===== config.mk =====
export PLATFORM = sky130hd
export DESIGN_NAME = bkm_data_step_driver_flat
export DESIGN_NICKNAME = d
export VERILOG_FILES = /design/src/rtl/bkm_data_step_driver_if.sv /design/src/rtl/bkm_data_step_driver.sv /design/src/flat_wrapper.sv
export SDC_FILE = /design/constraint.sdc
export NUM_CORES = 1
export LEC_CHECK = 0
export ABC_AREA = 0
export CELL_PAD_IN_SITES_DETAIL_PLACEMENT = 1
export CELL_PAD_IN_SITES_GLOBAL_PLACEMENT = 1
export CORE_ASPECT_RATIO = 0.8
export CORE_MARGIN = 1
export CORE_UTILIZATION = 48
export CTS_CLUSTER_DIAMETER = 200
export CTS_CLUSTER_SIZE = 28
export DETAILED_ROUTE_END_ITERATION = 10
export PLACE_DENSITY_LB_ADDON = 0.1
export SYNTH_ARGS = -nofsm -noshare
export SYNTH_HDL_FRONTEND = slang
export SYNTH_SLANG_ARGS = --single-unit

===== constraint.sdc =====
create_clock -name clk -period 9.9 [get_ports clk]
set_clock_uncertainty 0.15 [all_clocks]
set_input_delay 1.485 -clock clk [delete_from_list [all_inputs] [get_ports clk]]
set_output_delay 1.485 -clock clk [all_outputs]
set_load 0.1 [all_outputs]

===== src/rtl/bkm_data_step_driver_if.sv =====
// -----------------------------------------------------------------------------
// bkm_data_step_driver_if
// Vector stream between the bench vector source (master) and the
// bkm_data_step_driver (slave). One vector = control fields, operands and the
// expected results; transferred when vec_valid && vec_ready at a clk edge.
//   vec_valid                        master -> slave  vector present
//   vec_ready                        slave  -> master driver can accept
//   vec_mode/format/n/d_x_n/d_y_n    master -> slave  control fields
//   vec_X_n/Y_n                      master -> slave  operands
//   vec_X_np1/Y_np1                  master -> slave  expected results
// -----------------------------------------------------------------------------
interface bkm_data_step_driver_if #(
    parameter int W     = 64,
    parameter int LOG2N = 6
);
    logic             vec_valid;
    logic             vec_ready;
    logic             vec_mode;
    logic [1:0]       vec_format;
    logic [LOG2N-1:0] vec_n;
    logic [1:0]       vec_d_x_n;
    logic [1:0]       vec_d_y_n;
    logic [W-1:0]     vec_X_n;
    logic [W-1:0]     vec_Y_n;
    logic [W-1:0]     vec_X_np1;
    logic [W-1:0]     vec_Y_np1;

    modport master (
        output vec_valid, vec_mode, vec_format, vec_n, vec_d_x_n, vec_d_y_n,
               vec_X_n, vec_Y_n, vec_X_np1, vec_Y_np1,
        input  vec_ready
    );

    modport slave (
        input  vec_valid, vec_mode, vec_format, vec_n, vec_d_x_n, vec_d_y_n,
               vec_X_n, vec_Y_n, vec_X_np1, vec_Y_np1,
        output vec_ready
    );
endinterface


===== src/rtl/bkm_data_step_driver.sv =====
// -----------------------------------------------------------------------------
// bkm_data_step_driver
// Stimulus-side companion to the bkm_data_step checker. Buffers incoming test
// vectors in a DEPTH-entry FIFO, issues their operands to the DUT with a
// programmable idle gap, and delays the expected results by the DUT latency so
// they reach the checker in the same cycle as the DUT result.
//   clk, arst (async, active-low), srst (sync, active-high)
//   enable                 global advance enable shared with DUT/checker
//   vec                    vector stream (slave side)
//   gap                    idle enabled cycles after each issue
//   tb_* / dut_valid       registered operand drive + one-cycle issue pulse
//   tb_X_np1/Y_np1         expected results aligned to the DUT output
//   chk_enable             expected and DUT result are valid this cycle
//   busy                   any vector buffered, gapping or in flight
//   issued_cnt/checked_cnt saturating vector counters
// -----------------------------------------------------------------------------
module bkm_data_step_driver #(
    parameter int W     = 64,
    parameter int LOG2N = 6,
    parameter int DEPTH = 4,
    parameter int LAT   = 1,
    parameter int GAPW  = 4
) (
    input  logic                         clk,
    input  logic                         arst,
    input  logic                         srst,
    input  logic                         enable,
    bkm_data_step_driver_if.slave        vec,
    input  logic [GAPW-1:0]              gap,
    output logic                         tb_mode,
    output logic [1:0]                   tb_format,
    output logic [LOG2N-1:0]             tb_n,
    output logic [1:0]                   tb_d_x_n,
    output logic [1:0]                   tb_d_y_n,
    output logic [W-1:0]                 tb_X_n,
    output logic [W-1:0]                 tb_Y_n,
    output logic                         dut_valid,
    output logic [W-1:0]                 tb_X_np1,
    output logic [W-1:0]                 tb_Y_np1,
    output logic                         chk_enable,
    output logic                         busy,
    output logic [15:0]                  issued_cnt,
    output logic [15:0]                  checked_cnt
);
    localparam int AW = $clog2(DEPTH);

    typedef struct packed {
        logic             mode;
        logic [1:0]       format;
        logic [LOG2N-1:0] n;
        logic [1:0]       d_x_n;
        logic [1:0]       d_y_n;
        logic [W-1:0]     x_n;
        logic [W-1:0]     y_n;
        logic [W-1:0]     x_np1;
        logic [W-1:0]     y_np1;
    } vec_t;

    typedef enum logic {IDLE, GAP} state_t;

    vec_t             fifo_mem [DEPTH];
    vec_t             wr_vec;
    vec_t             head;
    logic [AW-1:0]    wr_ptr_q, rd_ptr_q;
    logic [AW:0]      count_q;
    state_t           state_q;
    logic [GAPW-1:0]  gap_cnt_q;
    vec_t             iss_q;          // last issued vector (drives tb_*)
    logic             dut_valid_q;
    logic             pend_v_q;       // issued, not yet captured by the DUT
    logic [LAT-1:0]   dl_v_q;
    logic [W-1:0]     dl_x_q [LAT];
    logic [W-1:0]     dl_y_q [LAT];
    logic [15:0]      issued_cnt_q, checked_cnt_q;

    logic full, empty, push, issue, chk;

    assign wr_vec = '{mode:  vec.vec_mode,  format: vec.vec_format, n: vec.vec_n,
                      d_x_n: vec.vec_d_x_n, d_y_n:  vec.vec_d_y_n,
                      x_n:   vec.vec_X_n,   y_n:    vec.vec_Y_n,
                      x_np1: vec.vec_X_np1, y_np1:  vec.vec_Y_np1};
    assign head   = fifo_mem[rd_ptr_q];

    // No full-bypass: a pop in the same cycle does not open vec_ready.
    assign full   = (count_q == (AW+1)'(DEPTH));
    assign empty  = (count_q == '0);
    assign push   = vec.vec_valid && !full;
    assign issue  = (state_q == IDLE) && enable && !empty;
    assign chk    = dl_v_q[LAT-1] && enable;

    // NOTE: the FIFO storage is not reset; the pointers and count alone define
    // which entries are live, so stale contents are never observed.
    always_ff @(posedge clk) begin
        if (push) fifo_mem[wr_ptr_q] <= wr_vec;
    end

    // NOTE: all state here uses non-blocking assignments so every register
    // samples the pre-edge values, independent of statement order.
    always_ff @(posedge clk or negedge arst) begin
        if (!arst) begin
            wr_ptr_q      <= '0;
            rd_ptr_q      <= '0;
            count_q       <= '0;
            state_q       <= IDLE;
            gap_cnt_q     <= '0;
            iss_q         <= '0;
            dut_valid_q   <= 1'b0;
            pend_v_q      <= 1'b0;
            dl_v_q        <= '0;
            for (int i = 0; i < LAT; i++) begin
                dl_x_q[i] <= '0;
                dl_y_q[i] <= '0;
            end
            issued_cnt_q  <= '0;
            checked_cnt_q <= '0;
        end else if (srst) begin
            wr_ptr_q      <= '0;
            rd_ptr_q      <= '0;
            count_q       <= '0;
            state_q       <= IDLE;
            gap_cnt_q     <= '0;
            iss_q         <= '0;
            dut_valid_q   <= 1'b0;
            pend_v_q      <= 1'b0;
            dl_v_q        <= '0;
            for (int i = 0; i < LAT; i++) begin
                dl_x_q[i] <= '0;
                dl_y_q[i] <= '0;
            end
            issued_cnt_q  <= '0;
            checked_cnt_q <= '0;
        end else begin
            if (push)  wr_ptr_q <= wr_ptr_q + 1'b1;
            if (issue) rd_ptr_q <= rd_ptr_q + 1'b1;
            count_q <= count_q + (AW+1)'(push) - (AW+1)'(issue);

            dut_valid_q <= issue;
            if (issue) iss_q <= head;

            unique case (state_q)
                IDLE: begin
                    // gap is sampled only here, at issue time.
                    if (issue && gap != '0) begin
                        state_q   <= GAP;
                        gap_cnt_q <= gap;
                    end
                end
                GAP: begin
                    if (enable) begin
                        if (gap_cnt_q == GAPW'(1)) state_q <= IDLE;
                        gap_cnt_q <= gap_cnt_q - 1'b1;
                    end
                end
                default: state_q <= IDLE;
            endcase

            // The DUT captures tb_* at the enabled edge after the issue; that
            // capture is what enters stage 0, so the last stage lines up with
            // the DUT's LAT-th registered stage.
            if (enable) begin
                pend_v_q  <= issue;
                dl_v_q[0] <= pend_v_q;
                dl_x_q[0] <= iss_q.x_np1;
                dl_y_q[0] <= iss_q.y_np1;
                for (int i = 1; i < LAT; i++) begin
                    dl_v_q[i] <= dl_v_q[i-1];
                    dl_x_q[i] <= dl_x_q[i-1];
                    dl_y_q[i] <= dl_y_q[i-1];
                end
            end

            if (issue && issued_cnt_q != 16'hFFFF)
                issued_cnt_q <= issued_cnt_q + 16'd1;
            if (chk && checked_cnt_q != 16'hFFFF)
                checked_cnt_q <= checked_cnt_q + 16'd1;
        end
    end

    assign vec.vec_ready = !full;
    assign tb_mode       = iss_q.mode;
    assign tb_format     = iss_q.format;
    assign tb_n          = iss_q.n;
    assign tb_d_x_n      = iss_q.d_x_n;
    assign tb_d_y_n      = iss_q.d_y_n;
    assign tb_X_n        = iss_q.x_n;
    assign tb_Y_n        = iss_q.y_n;
    assign dut_valid     = dut_valid_q;
    assign tb_X_np1      = dl_x_q[LAT-1];
    assign tb_Y_np1      = dl_y_q[LAT-1];
    assign chk_enable    = chk;
    assign busy          = !empty || (state_q != IDLE) || pend_v_q || (|dl_v_q);
    assign issued_cnt    = issued_cnt_q;
    assign checked_cnt   = checked_cnt_q;
endmodule


===== src/flat_wrapper.sv =====
// flat-port wrapper written by rule: the top's interface ports become plain ports
module bkm_data_step_driver_flat 
#(
    parameter int W     = 64,
    parameter int LOG2N = 6,
    parameter int DEPTH = 4,
    parameter int LAT   = 1,
    parameter int GAPW  = 4
)
  (clk, arst, srst, enable, gap, tb_mode, tb_format, tb_n, tb_d_x_n, tb_d_y_n, tb_X_n, tb_Y_n, dut_valid, tb_X_np1, tb_Y_np1, chk_enable, busy, issued_cnt, checked_cnt, vec_vec_valid, vec_vec_mode, vec_vec_format, vec_vec_n, vec_vec_d_x_n, vec_vec_d_y_n, vec_vec_X_n, vec_vec_Y_n, vec_vec_X_np1, vec_vec_Y_np1, vec_vec_ready);
  bkm_data_step_driver_if #(.W(W), .LOG2N(LOG2N)) vec_i ();
  input  logic clk;
  input  logic arst;
  input  logic srst;
  input  logic enable;
  input  logic [GAPW-1:0] gap;
  output logic tb_mode;
  output logic [1:0] tb_format;
  output logic [LOG2N-1:0] tb_n;
  output logic [1:0] tb_d_x_n;
  output logic [1:0] tb_d_y_n;
  output logic [W-1:0] tb_X_n;
  output logic [W-1:0] tb_Y_n;
  output logic dut_valid;
  output logic [W-1:0] tb_X_np1;
  output logic [W-1:0] tb_Y_np1;
  output logic chk_enable;
  output logic busy;
  output logic [15:0] issued_cnt;
  output logic [15:0] checked_cnt;
  input wire logic [$bits(vec_i.vec_valid)-1:0] vec_vec_valid;
  input wire logic [$bits(vec_i.vec_mode)-1:0] vec_vec_mode;
  input wire logic [$bits(vec_i.vec_format)-1:0] vec_vec_format;
  input wire logic [$bits(vec_i.vec_n)-1:0] vec_vec_n;
  input wire logic [$bits(vec_i.vec_d_x_n)-1:0] vec_vec_d_x_n;
  input wire logic [$bits(vec_i.vec_d_y_n)-1:0] vec_vec_d_y_n;
  input wire logic [$bits(vec_i.vec_X_n)-1:0] vec_vec_X_n;
  input wire logic [$bits(vec_i.vec_Y_n)-1:0] vec_vec_Y_n;
  input wire logic [$bits(vec_i.vec_X_np1)-1:0] vec_vec_X_np1;
  input wire logic [$bits(vec_i.vec_Y_np1)-1:0] vec_vec_Y_np1;
  output wire logic [$bits(vec_i.vec_ready)-1:0] vec_vec_ready;
  assign vec_i.vec_valid = vec_vec_valid;
  assign vec_i.vec_mode = vec_vec_mode;
  assign vec_i.vec_format = vec_vec_format;
  assign vec_i.vec_n = vec_vec_n;
  assign vec_i.vec_d_x_n = vec_vec_d_x_n;
  assign vec_i.vec_d_y_n = vec_vec_d_y_n;
  assign vec_i.vec_X_n = vec_vec_X_n;
  assign vec_i.vec_Y_n = vec_vec_Y_n;
  assign vec_i.vec_X_np1 = vec_vec_X_np1;
  assign vec_i.vec_Y_np1 = vec_vec_Y_np1;
  assign vec_vec_ready = vec_i.vec_ready;
  bkm_data_step_driver #(.W(W), .LOG2N(LOG2N), .DEPTH(DEPTH), .LAT(LAT), .GAPW(GAPW)) u_core (.clk(clk), .arst(arst), .srst(srst), .enable(enable), .vec(vec_i), .gap(gap), .tb_mode(tb_mode), .tb_format(tb_format), .tb_n(tb_n), .tb_d_x_n(tb_d_x_n), .tb_d_y_n(tb_d_y_n), .tb_X_n(tb_X_n), .tb_Y_n(tb_Y_n), .dut_valid(dut_valid), .tb_X_np1(tb_X_np1), .tb_Y_np1(tb_Y_np1), .chk_enable(chk_enable), .busy(busy), .issued_cnt(issued_cnt), .checked_cnt(checked_cnt));
endmodule

==> results_dict.tcl, run 1 <==
set metrics [dict create \
    outcome "completed" \
    max_stage_delay_ns 1.14 \
    avgViaCountPerCell 5.58 \
    grt_pass1_wl_um 213000 \
    wl_um 142000 \
    area_growth_pct 14.3 \
    critPathLaunch "enable" \
    rsz0062_at_grt "false" \
    crit_slowest_cell "clkdlybuf4s50_1" \
    timing.setup.tns_ns 0 \
    synthTopCellsByArea "edfxtp_1, dfrtp_1, mux4_2" \
    min_from "u_core.tb_X_n[59]" \
    timing.final.crit_share 0.510 \
    dp.cells 5304 \
    synth.avg_cell_area_um2 17.0 \
    power_density_nw_per_um2 243 \
    p_total_mw 16.1 \
    drive_gt1_frac 0.102 \
    synth_seq_cells 1520 \
    arrival_ns 3.42 \
    synth_nets 3695 \
    cp-start-kind "input port" \
    setup_viol 0 \
    endpoint "chk_enable" \
    start_util 0.486 \
    cts_buffers 60 \
    r2r_start "u_core.count_q[1]" \
    cap_violations 0 \
    clk_latency_ns 0.72 \
    maxSlewHeadroom 0.0935 \
    fin_nets 4044 \
    die_h_um 313 \
    cts_resized 0 \
    vdd_drop_max_uv 199 \
    ff2ff_path_depth 5 \
    hold_ws_ns 0.376 \
    final_core_util 0.555 \
    path_cells "clkbuf_8 -> and2_1 -> clkdlybuf4s50_1" \
    cts_sinks 1520 \
    design_area_um2 66100 \
    setup_ws_ns 4.85 \
    drtPass1Iterations 5 \
    overflow 0 \
    worstPathRequired_ns 8.27 \
    first_iter_violations 1916 \
    fmax_mhz 198 \
    reg2reg_to "u_core.fifo_mem[2][143]" \
    power_leakage_nw 22.7 \
    finalHoldViolations 0 \
    num_vias 30300 \
    post-cts-setup-buffers 0 \
    placed_cell_area_um2 64300 \
    root_buffer "clkbuf_16" \
    clkTransAtPathRegs_ns 0.11 \
    cts_buffer_depth 3 \
    ys_types 48 \
    worstSetupPathType "in2out" \
    synth_cells 3407 \
    yosysMostFrequentCell "edfxtp_1" \
    r2r_slack_ns 5.88 \
    yosys_warnings 0 \
    die_x_um 390 \
    grt_max_degree 167 \
    synth-edff-count 1076 \
    dp_slack_ns 4.32 \
    synth.top_cells.by_count "edfxtp_1, nand2_1, dfrtp_1" \
    min_path_type "reg2reg" \
    antenna_found_initial 33 \
    synth_top_area_cell "edfxtp_1" \
    cp-end-kind "primary output" \
    route.detailed.drc 0 \
    ys_async_sr_fraction 0.292 \
    rows 113 \
    final_max_slew_viol_count 0 \
    ant_nets 0 \
    layout_min_cycle_time_ns 5.05 \
    core-area_um2 119000 \
    dp_hpwl_um 83600 \
    die_area_um2 122000 \
    holdBufCountCts 0 \
    seq_area_frac_synth 0.750 \
    io_buffer_count 582 \
    syn_area_um2 57900 \
    synth_flop_cell "edfxtp_1" \
    grt_pass1_vias 32800 \
    tightest_slew_ns 1.36 \
    cts_tree "built" \
    pin_count 583 \
    grt.total_usage 0.234 \
    synth_top_area_frac 0.558 \
    cp_max_fo 57 \
    htreeDepth 2 \
    gp_congestion 0.818 \
    wl_per_cell_um 26.2 \
    stdcell_count 5432 \
]
[layer usage]
layer,up-vias,global-route usage,wire length [um]
met5,-,0,225
met4,38,0.0497,2640
met3,154,0.0493,8920
met2,674,0.404,72500
met1,16200,0.307,58000
li1,13300,-,-
[area by class of cell]
type                    instances  area [um^2]
inverters                      10         37.5
multi-input cells            1548        12600
diodes                         14         35.0
flip-flops and latches       1520        43400
fillers                     10800        53100
clock inverters                 4         65.1
clock buffers                 110         1690
well taps                    1610         2010
repair buffers                616         6230
[registers in the layout, indices dropped and copies added (netlist names)]
signal / cells
u_core.fifo_mem: 1076
u_core.iss_q: 128
u_core.tb_X_n: 64
u_core.tb_X_np1: 64
u_core.tb_Y_n: 64
u_core.tb_Y_np1: 64
u_core.checked_cnt: 16
u_core.issued_cnt: 16
u_core.tb_n: 6
u_core.gap_cnt_q: 4
u_core.count_q: 3
u_core.rd_ptr_q: 2
u_core.tb_d_x_n: 2
u_core.tb_d_y_n: 2
u_core.tb_format: 2
u_core.wr_ptr_q: 2
u_core.dl_v_q: 1
u_core.dut_valid: 1
u_core.pend_v_q: 1
u_core.state_q: 1
u_core.tb_mode: 1
[cells by family (layout without fill, tap and decap cells)]
family / Yosys count / count (layout) / synth area share
AOI/OAI and AO/OA: 339 / 339 / 0.0312
adders and majority gates: 10 / 10 / 0.00229
DFF: 1520 / 1520 / 0.750
and+or+nand+nor: 789 / 789 / 0.0551
xor gates and xnor gates: 5 / 5 / 0.000757
muxes: 405 / 405 / 0.128
other: 0 / 14 / 0
buffers and inverters: 339 / 740 / 0.0321
[layout by cell type (no fill, tap or decap), drive strengths merged, types with 2 or more instances in the layout]
| cell type | Yosys | routed |
|---|---|---|
| mux2i | 131 | 131 |
| nor3 | 4 | 4 |
| or4 | 15 | 15 |
| clkdlybuf4s50 | 0 | 579 |
| nor2 | 153 | 153 |
| o21ai | 7 | 7 |
| mux2 | 5 | 5 |
| nand4 | 11 | 11 |
| edfxtp | 1076 | 1076 |
| xnor2 | 3 | 3 |
| and4 | 4 | 4 |
| o31ai | 14 | 14 |
| dfrtp | 444 | 444 |
| a222oi | 2 | 2 |
| xor2 | 2 | 2 |
| and3 | 2 | 2 |
| diode | 0 | 14 |
| nor4 | 5 | 5 |
| nand2 | 556 | 556 |
| and2 | 5 | 5 |
| o311ai | 2 | 2 |
| inv | 10 | 13 |
| buf | 226 | 36 |
| ha | 9 | 9 |
| a21oi | 295 | 295 |
| or3 | 6 | 6 |
| o211ai | 3 | 3 |
| mux4 | 269 | 269 |
| nand3 | 13 | 13 |
| clkbuf | 103 | 111 |
| nand3b | 3 | 3 |
| nand2b | 2 | 2 |
| a211oi | 2 | 2 |
| nor2b | 7 | 7 |
| or4b | 2 | 2 |
| o41ai | 5 | 5 |
| o31a | 2 | 2 |
[worst min-delay path by stage]
stage,to,slack [ns],cells after the start
finish,u_core.tb_X_n[59],0.38,2
global placement,u_core.tb_Y_np1[21],0.35,2
global route,u_core.iss_q[82],0.40,2
detailed placement,u_core.tb_X_np1[23],0.36,2
floorplan,u_core.tb_X_np1[0],0.34,2
CTS,u_core.tb_X_n[37],0.38,2
[critical path, delay by kind of cell]
| kind | cells | cell delay [ns] |
|---|---|---|
| buffers and inverters | 2 | 1.65 |
| AND/OR/NAND/NOR | 1 | 0.26 |
[where the power goes]
part | internal [mW] | total, mW | switching [mW]
clock network | 1.18 | 3.08 | 1.90
logic | 1.57 | 4.91 | 3.35
registers | 7.71 | 8.09 | 0.379
No activity file was read; power rests on OpenSTA's default activity.
==> run 2, diff against run 1 <==
--- a/config.mk
+++ b/config.mk
@@ -10,7 +10,7 @@
 export CELL_PAD_IN_SITES_GLOBAL_PLACEMENT = 1
 export CORE_ASPECT_RATIO = 0.8
 export CORE_MARGIN = 1
-export CORE_UTILIZATION = 48
+export CORE_UTILIZATION = 44
 export CTS_CLUSTER_DIAMETER = 200
 export CTS_CLUSTER_SIZE = 28
 export DETAILED_ROUTE_END_ITERATION = 10
==> constraint.sdc (replaced) <==
create_clock -name clk -period 4.15 [get_ports clk]
set_clock_uncertainty 0.15 [all_clocks]
set_input_delay 0.6225 -clock clk [delete_from_list [all_inputs] [get_ports clk]]
set_output_delay 0.6225 -clock clk [all_outputs]
set_load 0.1 [all_outputs]
==> run 2 against run 1 <==
Against the previous run: sequential share of layout area fell by 1.0 points; combinational power up 140%; routed wire length is 0.30% higher; clock power up 140%; clock-buffer cell count rose by 2; utilization down 3.8 points; largest power group unchanged; highest routed layer unchanged.
==> results_dict.tcl, run 2 (synthesis gave the netlist of run 1 again) <==
set metrics [dict create \
    outcome "completed" \
    largest_reg_flops 1076 \
    crit_slowest_cell "clkdlybuf4s50_1" \
    route.detailed.drc 0 \
    layout_min_cycle_time_ns 3.86 \
    power_leakage_nw 23.2 \
    reg_top3 "u_core.fifo_mem: 1076 flops, u_core.iss_q: 128 flops" \
    arrival_ns 3.09 \
    cts_buffers 60 \
    io_buffer_count 582 \
    rsz0062_at_grt "false" \
    cts_tree "built" \
    maxSlewHeadroom 0.196 \
    final_max_slew_viol_count 0 \
    setup_viol 0 \
    drtPass1Iterations 7 \
    final_core_util 0.517 \
    fmax_mhz 259 \
    grt_max_degree 133 \
    vdd_drop_max_uv 427 \
    grt_pass1_wl_um 215000 \
    timing.final.crit_share 0.931 \
    drive_gt1_frac 0.116 \
    multiInputGateArea_um2 12600 \
    htreeDepth 2 \
    grt.total_usage 0.214 \
    antenna_found_initial 49 \
    start_util 0.445 \
    gp_congestion 0.793 \
    cp-start-kind "flip-flop" \
    worstPathRequired_ns 3.38 \
    cp_max_fo 5 \
    pin_count 583 \
    cts_buffer_depth 3 \
    first_iter_violations 2251 \
    cap_violations 0 \
    path_cells "or3_1 -> or4_1 -> clkdlybuf4s50_1" \
    r2r_start "u_core.state_q" \
    die_x_um 407 \
    power_density_nw_per_um2 575 \
    timing.setup.tns_ns 0 \
    wl_um 143000 \
    num_vias 30400 \
    finalHoldViolations 0 \
    fillers 12100 \
    critPathLaunch "u_core.count_q[0]" \
    root_buffer "clkbuf_16" \
    min_from "srst" \
    clk_latency_ns 0.70 \
    regArea_um2 43400 \
    final_cell_mix "edfxtp_1, clkdlybuf4s50_1, nand2_1" \
    avgViaCountPerCell 5.40 \
    final_common_cell "edfxtp_1" \
    worstSetupPathType "reg2out" \
    largest_register "u_core.fifo_mem" \
    wl_per_cell_um 25.4 \
    dp_hpwl_um 91000 \
    fin_nets 4106 \
    max_stage_delay_ns 1.02 \
    overflow 0 \
    min_path_type "in2reg" \
    ant_nets 0 \
    die_h_um 326 \
    tightest_slew_ns 1.20 \
    cts_resized 0 \
    rows 118 \
    die_area_um2 133000 \
    core-area_um2 130000 \
    clkTransAtPathRegs_ns 0.12 \
    cts_sinks 1520 \
    grt_pass1_vias 32900 \
    area_growth_pct 16.1 \
    cp-end-kind "primary output" \
]
run 2: final cells by class:
cell class | count | share of cell area
Timing Repair Buffer | 678 | 0.106
Sequential cell | 1520 | 0.646
Antenna cell | 16 | 0.000596
Multi-Input combinational cell | 1548 | 0.188
Clock inverter | 2 | 0.000540
Inverter | 10 | 0.000559
Clock buffer | 112 | 0.0259
Tap cell | 1740 | 0.0324
run 2: critical path, delay by kind of cell (launching register included):
family,cells,cell delay (ns)
buffers and inverters,1,1.02
and+or+nand+nor,2,0.94
DFF,1,0.44
run 2: per-stage QoR:
stage / cell area [um^2] / std cells / total power, mW / worst slack (ns) / hold WS (ns)
after detailed placement: 65400 / 5495 / 31.8 / 1.04 / 0.352
final: 67200 / 5626 / 38.6 / 0.287 / 0.295
after global placement: 65400 / 5495 / 31.6 / 1.03 / 0.349
after global routing: 67200 / 5623 / 40.3 / 0.229 / 0.305
after floorplan: 57900 / 3407 / 28.6 / -0.829 / 0.177
after CTS: 67100 / 5610 / 39.2 / 0.233 / 0.263
run 2: metal layers:
metal,track usage,wire length (um)
met2,0.360,71100
met3,0.0522,8240
met4,0.0554,3530
met5,0,385
met1,0.280,59400
run 2: final timing paths:
path,to,slack [ns],depth (start not counted)
worst max-delay path,busy,0.29,3
worst min-delay path,u_core.tb_Y_np1[31],0.30,2
worst max register to register,u_core.count_q[2],1.62,9
worst min register to register,u_core.checked_cnt[14],0.36,1
max in group asynchronous,u_core.tb_X_n[22],2.33,4
min in group asynchronous,u_core.iss_q[49],0.33,2
run 2: report_power, final:
part	switching, mW	internal [mW]	leakage [nW]
Combinational	8.00	3.97	6.39
Sequential	0.926	18.4	15.9
Clock	4.47	2.88	0.840
run 2: what timing repair did:
item	in CTS	in global routing
setup endpoints to repair	0	0
endpoints found under the hold margin	63	0
setup buffers	0	0
hold buffers	1	0
